$ cat src/rtl/serdes_rx_link_ctrl.sv
// serdes_rx_link_ctrl
// Link-level controller for the 8B/10B receive path: waits for bit alignment,
// hunts for a run of K28.5 commas, declares link-up and forwards data
// characters, and forces a timed resync on errors, alignment loss or timeout.
// Optional feature macro: SERDES_RX_ERR_CNT_EN builds the cumulative error
// counter on err_cnt; without it err_cnt is tied to zero.

module serdes_rx_link_ctrl #(
    parameter int COMMA_CNT     = 4,
    parameter int ERR_THRESH    = 4,
    parameter int ALIGN_TIMEOUT = 1024,
    parameter int RESYNC_CYC    = 8
) (
    input  logic        clk,
    input  logic        rst_n,
    input  logic        link_en,
    input  logic        bit_align_done,
    input  logic        k_char,
    input  logic [7:0]  rx_data,
    input  logic        error,
    output logic        rx_enable,
    output logic        link_up,
    output logic [7:0]  data_out,
    output logic        data_valid,
    output logic        resync,
    output logic [2:0]  state,
    output logic [15:0] err_cnt
);

    typedef enum logic [2:0] {
        IDLE       = 3'd0,
        WAIT_ALIGN = 3'd1,
        COMMA_HUNT = 3'd2,
        LINK_UP    = 3'd3,
        RESYNC     = 3'd4
    } state_t;

    localparam logic [15:0] TIMER_LAST = 16'(ALIGN_TIMEOUT - 1);
    localparam logic [3:0]  COMMA_LAST = 4'(COMMA_CNT - 1);
    localparam logic [3:0]  ERR_LAST   = 4'(ERR_THRESH - 1);
    localparam logic [7:0]  HOLD_LAST  = 8'(RESYNC_CYC - 1);

    state_t      cur_state;
    state_t      next_state;
    logic [15:0] timer;
    logic [3:0]  comma_cnt;
    logic [3:0]  bad_cnt;
    logic [7:0]  hold_cnt;
    logic        is_comma;
    logic        timeout;
    logic        forward;

    assign is_comma = k_char && (rx_data == 8'hBC) && !error;
    assign timeout  = (timer == TIMER_LAST);
    assign state    = cur_state;

    // Next-state selection; a disable wins everywhere except inside RESYNC, and a timeout beats any success transition
    always_comb begin
        next_state = cur_state;
        forward    = 1'b0;
        case (cur_state)
            IDLE: begin
                if (link_en) next_state = WAIT_ALIGN;
            end
            WAIT_ALIGN: begin
                if (!link_en)            next_state = IDLE;
                else if (timeout)        next_state = RESYNC;
                else if (bit_align_done) next_state = COMMA_HUNT;
            end
            COMMA_HUNT: begin
                if (!link_en)                                next_state = IDLE;
                else if (timeout)                            next_state = RESYNC;
                else if (!bit_align_done)                    next_state = RESYNC;
                else if (is_comma && comma_cnt == COMMA_LAST) next_state = LINK_UP;
            end
            LINK_UP: begin
                if (!link_en)                            next_state = IDLE;
                else if (!bit_align_done)                next_state = RESYNC;
                else if (error && bad_cnt == ERR_LAST)   next_state = RESYNC;
            end
            RESYNC: begin
                if (hold_cnt == HOLD_LAST) next_state = link_en ? WAIT_ALIGN : IDLE;
            end
            default: next_state = IDLE;
        endcase
        forward = (cur_state == LINK_UP) && !k_char && !error && (next_state != RESYNC);
    end

    // State register and registered outputs, all derived from the state being entered
    always_ff @(posedge clk or negedge rst_n) begin
        if (!rst_n) begin
            cur_state  <= IDLE;
            rx_enable  <= 1'b0;
            link_up    <= 1'b0;
            resync     <= 1'b0;
            data_valid <= 1'b0;
            data_out   <= 8'h00;
        end else begin
            cur_state  <= next_state;
            rx_enable  <= (next_state == WAIT_ALIGN) || (next_state == COMMA_HUNT) ||
                          (next_state == LINK_UP);
            link_up    <= (next_state == LINK_UP);
            resync     <= (next_state == RESYNC) && (cur_state != RESYNC);
            data_valid <= forward;
            if (forward) data_out <= rx_data;
        end
    end

    // Per-state saturating counters; each is held at zero outside the state that uses it
    always_ff @(posedge clk or negedge rst_n) begin
        if (!rst_n) begin
            timer     <= 16'h0000;
            comma_cnt <= 4'h0;
            bad_cnt   <= 4'h0;
            hold_cnt  <= 8'h00;
        end else begin
            if (cur_state == WAIT_ALIGN || cur_state == COMMA_HUNT) begin
                if (timer != 16'hFFFF) timer <= timer + 16'h0001;
            end else begin
                timer <= 16'h0000;
            end

            if (cur_state == COMMA_HUNT && is_comma) begin
                if (comma_cnt != 4'hF) comma_cnt <= comma_cnt + 4'h1;
            end else begin
                comma_cnt <= 4'h0;
            end

            if (cur_state == LINK_UP && error) begin
                if (bad_cnt != 4'hF) bad_cnt <= bad_cnt + 4'h1;
            end else begin
                bad_cnt <= 4'h0;
            end

            if (cur_state == RESYNC) begin
                if (hold_cnt != 8'hFF) hold_cnt <= hold_cnt + 8'h01;
            end else begin
                hold_cnt <= 8'h00;
            end
        end
    end

`ifdef SERDES_RX_ERR_CNT_EN
    // Cumulative error count over every enabled cycle, saturating, cleared only by reset
    always_ff @(posedge clk or negedge rst_n) begin
        if (!rst_n) begin
            err_cnt <= 16'h0000;
        end else if (rx_enable && error && err_cnt != 16'hFFFF) begin
            err_cnt <= err_cnt + 16'h0001;
        end
    end
`else
    assign err_cnt = 16'h0000;
`endif

endmodule

$ cat config.mk
export PLATFORM = sky130hd
export DESIGN_NAME = serdes_rx_link_ctrl
export DESIGN_NICKNAME = d
export VERILOG_FILES = /design/src/rtl/serdes_rx_link_ctrl.sv
export SDC_FILE = /design/constraint.sdc
export NUM_CORES = 1
export LEC_CHECK = 0
export ABC_AREA = 1
export BUFFER_PORTS_ARGS = -buffer_cell sky130_fd_sc_hd__buf_4
export CORE_UTILIZATION = 45
export CTS_BUF_LIST = sky130_fd_sc_hd__clkbuf_4 sky130_fd_sc_hd__clkbuf_8
export DETAILED_ROUTE_END_ITERATION = 12
export GPL_TIMING_DRIVEN = 1
export PLACE_DENSITY_LB_ADDON = 0.25
export SYNTH_ARGS = -nofsm -noshare
export SYNTH_HDL_FRONTEND = slang
export SYNTH_SLANG_ARGS = --single-unit
$ cat constraint.sdc
create_clock -name clk -period 3.6 [get_ports clk]
set_input_delay 0.36 -clock clk [delete_from_list [all_inputs] [get_ports clk]]
set_output_delay 0.36 -clock clk [all_outputs]
set_load 0.01 [all_outputs]
==> reports/metrics.cfg <==
[floorplan]
dieHeight_um = 78.60
die-area_um2 = 6177
num_rows = 27
ios = 45
fp.coreArea_um2 = 5574
die_x_um = 78.60
initial_core_util = 0.4736

[global_route]
grt_pass1_wl_mm = 9.135
overflow = 0
grt_pass1_vias = 2009
grt_max_degree = 48
antenna_found_initial = 0
track_usage = 0.1902

[route]
num_vias = 2118
drt_first_pass_iters = 5
wl_met2_mm = 2.377
first_iter_violations = 108
drt-wirelength-per-cell_um = 12.59
routed_via_density = 5.007
dr_wl_met3_um = 260
drt_wl_total_mm = 5.327
antenna_left = 0
route.detailed.drc = 0
maxUsedRoutingLayer = met4
met1_length_mm = 2.646

[pwr]
p_clk_frac = 0.259
internal_power_mw = 0.8499
p_leak_nw = 1.421
pwr-share-seq = 0.509
power_density_nw_per_um2 = 419.9
p_sw_frac = 0.3099
switching_power_mw = 0.3816
ir_worst_vdd_uv = 282.5
totalPowerFinal_mw = 1.231
combPwrFrac = 0.231

[clock_tree]
cts_hold_buf = 0
cts-root-buf = clkbuf_8
cts_resized = 0
numCtsBuffers = 5
postCtsSetupRepairBufs = 0
h-tree-depth = 2
clk_latency_ns = 0.29
clockBufferDepth = 2
clkTransAtPathRegs_ns = 0.08
tritoncts = yes
cts_sinks = 47

[min_path]
min_path_type = in2async

[synth]
synth-main-ff-cell = dfrtp_1
synthArstFlopShare = 1.000
synth_warnings = 0
ys_types = 38
synth.largest_area_cell = dfrtp_1
syn_inst = 321
ys_ff_latch = 47
synth-seq-area-share = 0.4455
synth-edff-count = 0
syn_avg_cell_area_um2 = 8.224
synth.area.top_cells = dfrtp_1 45%, nand2_1 9.4%, buf_4 5.1%, nor2_1 5.1%, nand3_1 4.5%
syn-cell-area_um2 = 2640
synth_top_area_frac = 0.4455

[finish]
antenna_cells = 0
final_nets = 369
drive_above_1_share = 0.1880
syn2layout_area_growth_pct = 11.09
final_common_cell = nand2_1
layout_common_cells = 66 x nand2_1, 47 x dfrtp_1, 36 x nor2_1, 28 x buf_4
fillers = 536

[timing]
fin_setup_tns_ns = 0
grt_setup_unrepaired = no
relSlewSlack = 0.6003
finalSetupViolCount = 0
final-hold-violation-count = 0
fin_crit_sh = 0.5121
worst_pin_slew_ns = 0.5995
timing.fmax_mhz = 542.5
finalHoldWorstSlack_ns = 0.07354
slew_viol_final = 0
clock_skew_ns = 0.006000
min_period_ns = 1.843

[placed_design]
place_congestion = 0.8305
hpwl_mm = 3.888
portBuffers = 28

[setup_path]
startpoint_type = flop
r2r_end = data_out[4]
crit_type = reg2reg
critPathCapture = data_out[4]
cp_data_arrival_time_ns = 2.08
path_max_fanout = 16
rrSetupSlack_ns = 1.76
worst_r2r_path_depth = 9
r2r-start = state[2]
end_kind = flop
cp-startpoint = state[2]
crit_required_ns = 3.84

[job]
maxCapViolations = 0

[run_status]
status = finished, final reports clean

-- cell usage after synthesis, types with 3 or more instances --
cell type / number
a21oi_1: 18
a31oi_1: 3
buf_4: 18
dfrtp_1: 47
ha_1: 4
inv_1: 24
inv_2: 4
nand2_1: 66
nand2_2: 3
nand3_1: 24
nand3_2: 5
nand4_1: 15
nor2_1: 36
nor2_2: 6
nor3_1: 4
nor3b_1: 3
o21ai_0: 11
xor2_1: 5
-- registers in the layout (all words and copies together) (netlist names) --
signal	count
comma_cnt	4
timer	16
rx_enable	1
bad_cnt	4
data_valid	1
data_out	8
state	3
link_up	1
resync	1
hold_cnt	8
-- power by group through the flow --
| stage | logic, mW | clock network (mW) | registers [mW] |
|---|---|---|---|
| 2_1_floorplan | 0.156 | 0 | 0.652 |
| 3_3_place_gp | 0.281 | 0 | 0.636 |
| 3_5_place_dp | 0.288 | 0 | 0.634 |
| 4_1_cts | 0.287 | 0.330 | 0.627 |
| 5_1_grt | 0.320 | 0.350 | 0.635 |
| 6_report | 0.285 | 0.319 | 0.627 |
-- worst max-delay path: stages (launching register included) --
cell and delay, ns:
dfrtp_1 0.42, inv_2 0.15, nand3_2 0.12, nand2_4 0.20
clkinv_2 0.13, nor2_2 0.09, nand2_1 0.26, nand3_2 0.27
nand2_1 0.08, nand2_1 0.06
-- through the flow --
| step | setup WS [ns] | std cells | util | cell area, um2 |
|---|---|---|---|---|
| after floorplan | 2.210 | 336 | - | 2696 |
| after global placement | 1.838 | 416 | 0.5104 | 2845 |
| after detailed placement | 1.794 | 416 | 0.5104 | 2845 |
| after CTS | 1.773 | 423 | 0.5262 | 2933 |
| after global routing | 1.615 | 423 | 0.5262 | 2933 |
| final | 1.757 | 423 | 0.5262 | 2933 |
-- layer usage --
| metal | global-route usage | vias up |
|---|---|---|
| li1 | - | 1089 |
| met1 | 0.2590 | 971 |
| met2 | 0.3000 | 53 |
| met3 | 0.04186 | 5 |
| met4 | 0.06111 | 0 |
| met5 | 0 | - |
-- final cells by class --
class                   count  area, um2  share of cell area
well taps                  72      90.09             0.03072
multi-input cells         240       1259              0.4292
clock inverters             1      5.005            0.001706
inverters                  29      110.1             0.03754
repair buffers             28      210.2             0.07167
clock buffers               6      82.58             0.02816
flip-flops and latches     47       1176              0.4010
-- cells by family after synthesis --
logic type | share of synthesized area
XOR/XNOR | 0.02322
adder cells (fa/ha/maj) | 0.01896
AND/OR/NAND/NOR | 0.3175
AO/OA/AOI/OAI | 0.09432
buffers and inverters | 0.09905
other | 0.001420
flip-flops | 0.4455
-- worst min path at each step --
stage                       end  slack [ns]  cells past startpoint
floorplan            bad_cnt[0]        0.06                      0
global placement     bad_cnt[0]        0.42                      1
detailed placement      link_up        0.42                      1
CTS                 data_out[6]        0.09                      1
global route         bad_cnt[0]        0.12                      1
finish                timer[15]        0.07                      1
No activity file was read; power rests on OpenSTA's default activity.
